==> src/rtl/hazard_pkg.sv <==
// Shared types and encodings for the ID-stage branch hazard/forwarding controller.
//   REG_W    : GPR number width
//   kind_e   : producer kind held in the scoreboard (ALU result or load data)
//   FWD_*    : comparator operand forwarding selects
//   COND_*   : branch condition codes carried on d_cond
//   sb_entry_t : one scoreboard entry {valid, dst, kind}
package hazard_pkg;

    localparam int unsigned REG_W  = 5;
    localparam int unsigned SEL_W  = 2;
    localparam int unsigned COND_W = 3;

    typedef enum logic {
        KIND_ALU  = 1'b0,
        KIND_LOAD = 1'b1
    } kind_e;

    localparam logic [SEL_W-1:0] FWD_RF = 2'b00;
    localparam logic [SEL_W-1:0] FWD_M  = 2'b01;
    localparam logic [SEL_W-1:0] FWD_W  = 2'b10;

    localparam logic [COND_W-1:0] COND_BEQ  = 3'b000;
    localparam logic [COND_W-1:0] COND_BNE  = 3'b001;
    localparam logic [COND_W-1:0] COND_BLEZ = 3'b010;
    localparam logic [COND_W-1:0] COND_BGTZ = 3'b011;
    localparam logic [COND_W-1:0] COND_BLTZ = 3'b100;
    localparam logic [COND_W-1:0] COND_BGEZ = 3'b101;

    typedef struct packed {
        logic             valid;
        logic [REG_W-1:0] dst;
        kind_e            kind;
    } sb_entry_t;

endpackage

==> src/rtl/hazard_operand_chk.sv <==
// Per-operand hazard check against the E/M/W scoreboard.
//   reg_num   : source register read by the branch compare
//   used      : operand is actually read by the compare
//   e_ent/m_ent/w_ent : scoreboard entries
//   stall_req : operand value not yet obtainable by forwarding
//   sel       : forwarding select (FWD_RF / FWD_M / FWD_W)
module hazard_operand_chk
    import hazard_pkg::*;
(
    input  logic [REG_W-1:0] reg_num,
    input  logic             used,
    input  sb_entry_t        e_ent,
    input  sb_entry_t        m_ent,
    input  sb_entry_t        w_ent,
    output logic             stall_req,
    output logic [SEL_W-1:0] sel
);

    logic active;
    logic e_hit;
    logic m_hit;
    logic w_hit;

    // r0 is hardwired zero, so it never depends on anything in flight
    assign active = used && (reg_num != '0);
    assign e_hit  = e_ent.valid && (e_ent.dst == reg_num);
    assign m_hit  = m_ent.valid && (m_ent.dst == reg_num);
    assign w_hit  = w_ent.valid && (w_ent.dst == reg_num);

    // E results are never ready in ID; M load data arrives only at W
    always_comb begin
        stall_req = 1'b0;
        sel       = FWD_RF;
        if (active) begin
            stall_req = e_hit || (m_hit && (m_ent.kind == KIND_LOAD));
            if (m_hit && (m_ent.kind == KIND_ALU)) begin
                sel = FWD_M;
            end else if (w_hit) begin
                sel = FWD_W;
            end
        end
    end

endmodule

==> src/rtl/branch_hazard_ctrl.sv <==
// Hazard and forwarding controller for the ID-stage branch comparator.
// Keeps a three-entry E/M/W scoreboard of in-flight GPR writes and derives
// the rs/rt forwarding selects, the decode stall and branch-taken.
//   clk, rst_n          : clock, async active-low reset
//   d_*                 : D-stage instruction fields
//   e_flush             : kill the instruction entering E
//   zero/equal/less/more: comparator flags
//   zero_rs_trans/zero_rt_trans : forwarding selects (combinational)
//   stall, branch_taken : combinational control to PC mux / D-E register
//   stall_cycles        : saturating count of stall cycles
module branch_hazard_ctrl
    import hazard_pkg::*;
#(
    parameter int unsigned CNT_W = 16
) (
    input  logic              clk,
    input  logic              rst_n,
    input  logic              d_valid,
    input  logic [REG_W-1:0]  d_rs,
    input  logic [REG_W-1:0]  d_rt,
    input  logic              d_use_rs,
    input  logic              d_use_rt,
    input  logic              d_is_branch,
    input  logic [COND_W-1:0] d_cond,
    input  logic              d_wen,
    input  logic [REG_W-1:0]  d_dst,
    input  logic              d_kind,
    input  logic              e_flush,
    input  logic              zero,
    input  logic              equal,
    input  logic              less,
    input  logic              more,
    output logic [SEL_W-1:0]  zero_rs_trans,
    output logic [SEL_W-1:0]  zero_rt_trans,
    output logic              stall,
    output logic              branch_taken,
    output logic [CNT_W-1:0]  stall_cycles
);

    sb_entry_t        e_q;
    sb_entry_t        m_q;
    sb_entry_t        w_q;
    sb_entry_t        e_d;
    logic [CNT_W-1:0] cnt_q;
    logic             rs_stall;
    logic             rt_stall;
    logic             cond_met;

    hazard_operand_chk u_rs_chk (
        .reg_num   (d_rs),
        .used      (d_use_rs),
        .e_ent     (e_q),
        .m_ent     (m_q),
        .w_ent     (w_q),
        .stall_req (rs_stall),
        .sel       (zero_rs_trans)
    );

    hazard_operand_chk u_rt_chk (
        .reg_num   (d_rt),
        .used      (d_use_rt),
        .e_ent     (e_q),
        .m_ent     (m_q),
        .w_ent     (w_q),
        .stall_req (rt_stall),
        .sel       (zero_rt_trans)
    );

    assign stall = d_valid && d_is_branch && (rs_stall || rt_stall);

    // Entry that enters E: a bubble unless D really writes a nonzero GPR and advances
    always_comb begin
        e_d = '0;
        if (d_valid && d_wen && (d_dst != '0) && !stall && !e_flush) begin
            e_d.valid = 1'b1;
            e_d.dst   = d_dst;
            e_d.kind  = kind_e'(d_kind);
        end
    end

    // Branch condition decode
    always_comb begin
        cond_met = 1'b0;
        case (d_cond)
            COND_BEQ:  cond_met = equal;
            COND_BNE:  cond_met = !equal;
            COND_BLEZ: cond_met = less || zero;
            COND_BGTZ: cond_met = more;
            COND_BLTZ: cond_met = less;
            COND_BGEZ: cond_met = !less;
            default:   cond_met = 1'b0;
        endcase
    end

    // rst_n gating keeps the PC from redirecting while the pipeline is held in reset
    assign branch_taken = rst_n && d_valid && d_is_branch && !stall && cond_met;

    // Scoreboard shift and saturating stall counter
    always_ff @(posedge clk or negedge rst_n) begin
        if (!rst_n) begin
            e_q   <= '0;
            m_q   <= '0;
            w_q   <= '0;
            cnt_q <= '0;
        end else begin
            w_q <= m_q;
            m_q <= e_q;
            e_q <= e_d;
            if (stall && (cnt_q != '1)) begin
                cnt_q <= cnt_q + CNT_W'(1);
            end
        end
    end

    assign stall_cycles = cnt_q;

endmodule

==> config.mk <==
export PLATFORM = sky130hd
export DESIGN_NAME = branch_hazard_ctrl
export DESIGN_NICKNAME = d
export VERILOG_FILES = /design/src/rtl/hazard_pkg.sv /design/src/rtl/hazard_operand_chk.sv /design/src/rtl/branch_hazard_ctrl.sv
export SDC_FILE = /design/constraint.sdc
export NUM_CORES = 1
export LEC_CHECK = 0
export BUFFER_PORTS_ARGS = -buffer_cell sky130_fd_sc_hd__clkbuf_2
export CELL_PAD_IN_SITES_DETAIL_PLACEMENT = 1
export CELL_PAD_IN_SITES_GLOBAL_PLACEMENT = 2
export CORE_ASPECT_RATIO = 1.4
export CORE_MARGIN = 2
export CORE_UTILIZATION = 32
export CTS_CLUSTER_DIAMETER = 150
export DETAILED_ROUTE_END_ITERATION = 8
export PLACE_DENSITY_LB_ADDON = 0.1
export SETUP_SLACK_MARGIN = 0.15
export SLEW_MARGIN = 20
export SYNTH_ARGS = -nofsm -noshare
export SYNTH_HDL_FRONTEND = slang
export SYNTH_SLANG_ARGS = --single-unit
==> constraint.sdc <==
create_clock -name clk -period 2.6 [get_ports clk]
set_input_delay 0.26 -clock clk [delete_from_list [all_inputs] [get_ports clk]]
set_output_delay 0.26 -clock clk [all_outputs]
set_load 0.05 [all_outputs]
Word-level counts from Yosys, hierarchy flattened:

Index checks and enable logic that the tools add are counted.

* $add $sub $neg: 1
* equal/unequal tests: 12
* mux-type cells: 10
* bitwise gates (word level): 1
* reductions and logical operators: 35

Operators by type and width (number)
* $eq A5 B5 Y1: 6
* $logic_and A1 B1 Y1: 23
* $add A16 B1 Y16 const B: 1
* $ne A16 B16 Y1 const B: 1
* $reduce_bool A5 Y1: 3
* $mux W2: 6
* $mux W7: 1
* $eq A3 B2 Y1 const B: 2
* $eq A3 B3 Y1 const B: 2
* $pmux W1 S6: 1
* $logic_not A1 Y1: 4
* $logic_or A1 B1 Y1: 4
* $eq A3 B1 Y1 const B: 1
* $logic_not A3 Y1: 1
* $mux W1: 2
* $not A1 Y1: 1

* flip-flop bits (word level): 36
* logic and storage cells: 68

Logic depth before layout (Yosys ltp):

Gate-level depths: netlist of run 1.

* depth after elaboration: 11
* depth in mapped cells: 9
* mapped depth without buffers: 8

Modules after synthesis:

Synthesis of run 1 repeated with hierarchy kept, for this count alone.

* cells, all modules: 164
* area, all modules: 1875.5 um^2

By module, submodules not included
* branch_hazard_ctrl: instances 1, cells each 108, area each 1457.6 um^2
* hazard_operand_chk: instances 2, cells each 28, area each 209.0 um^2

Least setup slack after synthesis of run 1:

Ideal clock, no wire load.

* kind: input port to output port
* start point: input port d_rt[1]
* end point: output port branch_taken
* data arrival time: 2.774 ns
* required time: 2.340 ns
* setup slack: -0.434 ns
* stages: 4
* path buffers: 0
* cell sequence: or4_1 > o21ai_1 > o22ai_1 > nor4b_1

* cells in the longest elaborated chain, start to end: 10
* elaborated cells between the ends (all ways): 14
* classes of those cells: 2 x eq/ne; 1 x mux; 11 x reduce/logical

RTL lines
* from (decl): line branch_hazard_ctrl.sv:20 `input logic [REG_W-1:0] d_rt,`
* $eq A5 B5 Y1: line hazard_operand_chk.sv:27 `assign m_hit = m_ent.valid && (m_ent.dst == reg_num);`
* $logic_and A1 B1 Y1: line hazard_operand_chk.sv:27
* $logic_and A1 B1 Y1: line hazard_operand_chk.sv:35 `stall_req = e_hit || (m_hit && (m_ent.kind == KIND_LOAD));`
* $logic_or A1 B1 Y1: line hazard_operand_chk.sv:35
* $mux W1 *: line hazard_operand_chk.sv:34 `if (active) begin`
* $logic_or A1 B1 Y1 *: line branch_hazard_ctrl.sv:69 `assign stall = d_valid && d_is_branch && (rs_stall || rt_stall);`
* $logic_and A1 B1 Y1 *: line branch_hazard_ctrl.sv:69
* $logic_not A1 Y1 *: line branch_hazard_ctrl.sv:96 `assign branch_taken = rst_n && d_valid && d_is_branch && !stall && cond_met;`
* $logic_and A1 B1 Y1 * (2 in series): line branch_hazard_ctrl.sv:96
* to (decl): line branch_hazard_ctrl.sv:36 `output logic branch_taken,`

Mark *: on every way between the ends. The rest lies on a longest branch, timed or not.

Worst setup path in the final report of run 1:

* start point: register m_q[3] in the netlist's numbering
* end point: register cnt_q[1] (netlist: stall_cycles[1])

* cells in the longest elaborated chain, start to end: 8
* elaborated cells between the ends (all ways): 13
* classes of those cells: 2 x eq/ne; 2 x mux; 9 x reduce/logical

RTL lines
* from (decl): line branch_hazard_ctrl.sv:41 `sb_entry_t m_q;`
* from (signal assigned): line branch_hazard_ctrl.sv:107 `m_q <= e_q;`
* $eq A5 B5 Y1: line hazard_operand_chk.sv:27
* $logic_and A1 B1 Y1: line hazard_operand_chk.sv:27
* $logic_and A1 B1 Y1: line hazard_operand_chk.sv:35
* $logic_or A1 B1 Y1: line hazard_operand_chk.sv:35
* $mux W1: line hazard_operand_chk.sv:34
* $logic_or A1 B1 Y1 *: line branch_hazard_ctrl.sv:69
* $logic_and A1 B1 Y1 *: line branch_hazard_ctrl.sv:69
* $logic_and A1 B1 Y1 *: line branch_hazard_ctrl.sv:109 `if (stall && (cnt_q != '1)) begin`
* to (signal assigned): line branch_hazard_ctrl.sv:110 `cnt_q <= cnt_q + CNT_W'(1);`
* to (decl): line branch_hazard_ctrl.sv:44 `logic [CNT_W-1:0] cnt_q;`

Marked as above.
A chain may end at the register's enable or synchronous reset.

==> results of run 1 <==
==> critical path, stage by stage, from the launching register on <==
cell,delay (ns)
dfrtp_1,0.41
xnor2_1,0.20
nand3_1,0.17
o22a_1,0.30
or4b_1,0.50
nand2_2,0.26
mux2_2,0.37
==> registers in the layout (all words and copies together) (netlist names) <==
signal and cells:
stall_cycles 16, e_q 7, m_q 7, w_q 6
==> per-layer routing <==
metal	wire, um	up-vias	part of all wire	global-route usage
met5	0	-	0	0
met3	224	4	0.046	0.0324
li1	-	716	-	-
met1	1890	715	0.39	0.175
met2	2730	40	0.56	0.320
met4	48	0	0.0098	0.0450
==> where the power goes <==
part	total (mW)	switching [mW]	internal, mW
sequential	0.579	0.00974	0.569
clock	0.536	0.197	0.338
combinational	0.121	0.0708	0.0503
==> cell type report <==
| class | instances | area [sq um] | share of cell area |
|---|---|---|---|
| multi-input cells | 132 | 943 | 0.403 |
| flip-flops and latches | 36 | 901 | 0.385 |
| repair buffers | 55 | 283 | 0.121 |
| clock buffers | 7 | 96.3 | 0.0412 |
| well taps | 68 | 85.1 | 0.0364 |
| clock inverters | 1 | 30.0 | 0.0128 |
==> metrics by stage <==
| step | cell area (sq um) | setup WS, ns | hold WS, ns | power (mW) |
|---|---|---|---|---|
| floorplan | 1850 | 0.176 | -0.0356 | 0.646 |
| global placement | 2210 | 0.293 | 0.344 | 0.710 |
| detailed placement | 2210 | 0.267 | 0.340 | 0.714 |
| CTS | 2330 | 0.195 | 0.0997 | 1.26 |
| global route | 2340 | 0.182 | 0.116 | 1.29 |
| finish | 2340 | 0.274 | 0.0868 | 1.24 |
==> worst max-delay path by stage <==
| stage | to | slack, ns | depth (start not counted) |
|---|---|---|---|
| 2_1_floorplan | branch_taken | 0.18 | 4 |
| 3_3_place_gp | stall_cycles[1] | 0.29 | 6 |
| 3_5_place_dp | stall_cycles[1] | 0.27 | 6 |
| 4_1_cts | branch_taken | 0.20 | 7 |
| 5_1_grt | stall | 0.18 | 5 |
| 6_report | stall_cycles[1] | 0.27 | 6 |
==> synthesized netlist by cell type (2+ instances only) <==
master and instances:
a21oi_1 2, and2_1 6, and3_1 5, dfrtp_1 36, mux2_2 3, nand2_1 12, nand3_1 9, nand4_1 13
nor2_1 13, nor3_1 4, nor4_1 3, o21ai_2 2, or4_1 2, xnor2_1 30, xor2_1 14
==> cell families (layout without fill, tap and decap cells) <==
| family | count (synthesis) | in the layout | synth area share |
|---|---|---|---|
| AO/OA/AOI/OAI | 12 | 12 | 0.0585 |
| XOR/XNOR | 44 | 44 | 0.210 |
| adder cells (fa/ha/maj) | 1 | 1 | 0.00680 |
| buffers and inverters | 2 | 63 | 0.00816 |
| flip-flops | 36 | 36 | 0.490 |
| multiplexers | 4 | 4 | 0.0238 |
| AND/OR/NAND/NOR | 71 | 71 | 0.203 |
==> out/metrics.csv, run 1 <==
metric;value;unit
status;finished clean;
clock-pin slew on the worst setup and hold paths;0.07;ns
r2r endpoint;stall_cycles[1];
fill count;644;
number of distinct library cells after synthesis;31;
mapped cell area;1840;sq um
non-filler cells, final;299;
DRC violation total after the first TritonRoute iteration;38;
DR DRC count;0;
worst-margin pin slew;0.478;ns
Post-synth EDFFs;0;
Setup Skew;0.00840;ns
post-synthesis cell count;170;
post-synth top area cell;dfrtp_1;
Die Wd;68.1;um
Rel. slew slack;0.682;
clk buf depth;2;
RSZ-0062 raised after global routing;no;
hold crit path type;primary input to async pin;
Die Footprint;6380;sq um
crit path DAT;2.49;ns
flop2flop setup slack;0.27;ns
antenna viol nets, final;0;
DP HPWL;3.95;mm
VDD IR-drop max;0.258;mV
cts hold-fix bufs;0;
Seq cells post-synth;36;
CTS buffer count;5;
TritonRoute pass-1 iters;2;
Finished Core Util;0.423;
nets;262;
share of cells above drive strength 1;0.316;
GP Congestion;0.774;
row count;32;
sum of negative setup slack;0;ns
ys flop type;dfrtp_1;
Async S/R FF share, synth;1.00;
vias in the first global route;1643;
Num Clock Sinks;36;
total detailed-routing wirelength;4.90;mm
dpl cells;291;
Mean Syn Cell Area;10.8;sq um
PostCTS Resize Cnt;0;
Starting Density;0.333;
largest net degree at the start of global routing;37;
GRT Util Overall;0.166;
io pins;53;
most frequent cells in the layout;52 x clkbuf_2, 36 x dfrtp_1, 30 x xnor2_1;
Leak;1.09;nW
fin crit share;0.895;
clk_lat worst skew;0.28;ns
Die H;93.7;um
ant diodes;0;
I/O Buffers;52;
core footprint;5530;sq um
R2R Path Start;m_q[3];
crit path launch;m_q[3];
GR Overflow Total;0;
routed len/inst;16.4;um
# Post-CTS Setup Buffers;0;
DR vias;1475;
maxcap violations;0;
Critical Path End Type;flip-flop;
Final Max Tran Viols;0;
Reg2Reg Depth;6;
CTS tree;yes;
Req. time, crit path;2.77;ns
top area cells in the synthesized netlist;dfrtp_1 49%, xnor2_1 14%, xor2_1 6.7%;
area share of the largest cell type after synthesis;0.490;
post-layout min period;2.33;ns
CTS H-tree depth;2;
first-pass GRT wire length;7.73;mm
pwr dens;529;nW/um^2
net count after synthesis;202;
initial antenna violation count;0;
Seq/Total Area, Yosys;0.490;
most common cell after layout, fill and taps aside;clkbuf_2;
kind of critical path;flip-flop to flip-flop;
Final Hold Vio Count;0;
fmax;0.430;GHz
element type at the critical path start;flip-flop;
P&R area growth vs syn;27.1;%
Yosys Warn Count;0;
DR vias/cell;4.93;
CP max FO;14;
Root Buffer;clkbuf_8;
final setup fails;0;
(Power assumes the default switching activity.)
==> run 2, diff against run 1 <==
--- a/config.mk
+++ b/config.mk
@@ -10,9 +10,11 @@
 export CELL_PAD_IN_SITES_GLOBAL_PLACEMENT = 2
 export CORE_ASPECT_RATIO = 1.4
 export CORE_MARGIN = 2
-export CORE_UTILIZATION = 32
+export CORE_UTILIZATION = 33
+export CTS_BUF_LIST = sky130_fd_sc_hd__clkbuf_8
 export CTS_CLUSTER_DIAMETER = 150
 export DETAILED_ROUTE_END_ITERATION = 8
+export HOLD_SLACK_MARGIN = 0.02
 export PLACE_DENSITY_LB_ADDON = 0.1
 export SETUP_SLACK_MARGIN = 0.15
 export SLEW_MARGIN = 20
==> run 2 against run 1 <==
Final area shrank 1.2%. Utilization up 0.12 points. Worst setup slack improved by 0.021 ns. Highest routed layer unchanged. Via count grew 0.88%. Clock-buffer cell count shrank 2. Largest cell class unchanged. Final cell count stayed put. Power down 12%. Clock skew fell by 0.0024 ns. Hold slack got worse by 0.050 ns. First-iteration DRC count fell by 55%.
==> out/metrics.csv, run 2 (synthesis results as in run 1) <==
metric;value;unit;change
status;finished clean;;
final worst slack;0.295;ns;+0.0213 ns
clk buf depth;2;;unchanged
hold crit path type;primary input to async pin;;
GRT Util Overall;0.168;;+0.00137
RSZ-0062 raised after global routing;no;;
post-layout min period;2.30;ns;-0.0213 ns
clk_lat worst skew;0.29;ns;about the same
io pins;53;;unchanged
routed len/inst;15.8;um;-3.8%
vias in the first global route;1619;;-1.5%
Die Wd;67.1;um;-1.4%
antenna viol nets, final;0;;unchanged
cts hold-fix bufs;0;;unchanged
nets;262;;unchanged
worst-margin pin slew;0.470;ns;-0.00726 ns
I/O Buffers;52;;unchanged
ant diodes;0;;unchanged
pre-CTS setup slack;0.308;ns;+0.0410 ns
# Post-CTS Setup Buffers;0;;unchanged
initial antenna violation count;0;;unchanged
total detailed-routing wirelength;4.71;mm;-3.8%
Leak;1.08;nW;-1.3%
maxcap violations;0;;unchanged
dpl cells;291;;unchanged
share of cells above drive strength 1;0.320;;+0.00433
CP max FO;3;;-11
Final Max Tran Viols;0;;unchanged
crit path DAT;2.04;ns;-0.45 ns
first-pass GRT wire length;7.71;mm;-0.18%
Setup Skew;0.00598;ns;-0.00242 ns
kind of critical path;flip-flop to primary output;;
GR Overflow Total;0;;unchanged
DRC violation total after the first TritonRoute iteration;17;;-55%
row count;32;;unchanged
largest net degree at the start of global routing;37;;unchanged
DR vias/cell;4.98;;+0.88%
final setup fails;0;;unchanged
Finished Core Util;0.424;;+0.00117
fin crit share;0.887;;-0.00821
clock-pin slew on the worst setup and hold paths;0.07;ns;about the same
DR vias;1488;;+0.88%
CTS tree;yes;;
Root Buffer;clkbuf_8;;
TritonRoute pass-1 iters;4;;+2
PostCTS Resize Cnt;0;;unchanged
Final Hold Vio Count;0;;unchanged
most frequent cells in the layout;51 x clkbuf_2, 36 x dfrtp_1, 30 x xnor2_1;;
Power Total;1.09;mW;-12%
DR DRC count;0;;unchanged
most common cell after layout, fill and taps aside;clkbuf_2;;
sum of negative setup slack;0;ns;unchanged
element type at the critical path start;flip-flop;;
core footprint;5450;sq um;-1.4%
CTS H-tree depth;2;;unchanged
CTS buffer count;5;;unchanged
Req. time, crit path;2.34;ns;-0.43 ns
Die H;92.3;um;-1.5%
Starting Density;0.338;;+0.00490
GP Congestion;0.812;;+4.9%
fmax;0.434;GHz;+0.93%
Rel. slew slack;0.687;;+0.00484
DP HPWL;3.76;mm;-4.7%
pwr dens;472;nW/um^2;-11%
VDD IR-drop max;0.340;mV;+32%
Largest register FFs;16;;unchanged
P&R area growth vs syn;25.6;%;
Num Clock Sinks;36;;unchanged
Die Footprint;6200;sq um;-2.9%
Critical Path End Type;primary output;;
non-filler cells, final;299;;unchanged
==> run 2: worst paths after layout <==
path | from | end | slack [ns] | depth (start not counted)
worst max-delay path | e_q[4] | branch_taken | 0.30 | 7
worst min-delay path | rst_n | stall_cycles[10] | 0.04 | 2
worst max register to register | m_q[4] | stall_cycles[1] | 0.35 | 6
worst min register to register | e_q[0] | m_q[0] | 0.36 | 0
max in group asynchronous | rst_n | stall_cycles[0] | 2.23 | 2
min in group clk | e_flush | e_q[6] | 0.18 | 2
==> run 2: area by class of cell <==
class	instances	area, sq um
clock buffer	5	68.8
tap	68	85.1
sequential	36	901
fill	674	3130
multi-input combinational	132	955
timing repair buffer	55	283
clock inverter	3	18.8
==> run 2: per-layer routing <==
layer / vias to the layer above / routed length [um] / global-route usage
met5: - / 0 / 0
met4: 0 / 80 / 0.0561
met3: 6 / 223 / 0.0316
met2: 38 / 2610 / 0.309
met1: 731 / 1800 / 0.185
li1: 713 / - / -
==> run 2: worst max-delay path: stages (launching register included) <==
cell and delay (ns):
dfrtp_1 0.42, xor2_1 0.17, nor4_2 0.30, and3_1 0.27
nor2_1 0.06, o22ai_1 0.23, nor4b_2 0.08, clkbuf_2 0.24
==> run 2: power breakdown <==
group	leakage, nW	internal [mW]	switching, mW	total, mW
combinational	0.531	0.0504	0.0696	0.120
clock	0.0479	0.187	0.204	0.391
sequential	0.497	0.569	0.00974	0.579
total	1.08	0.806	0.284	1.09
==> run 2: per-stage QoR <==
step | cell area (sq um) | hold slack [ns]
after global placement | 2210 | 0.332
after detailed placement | 2210 | 0.342
after global routing | 2310 | 0.0793
final | 2310 | 0.0372
after floorplan | 1850 | -0.0356
after CTS | 2290 | 0.0563
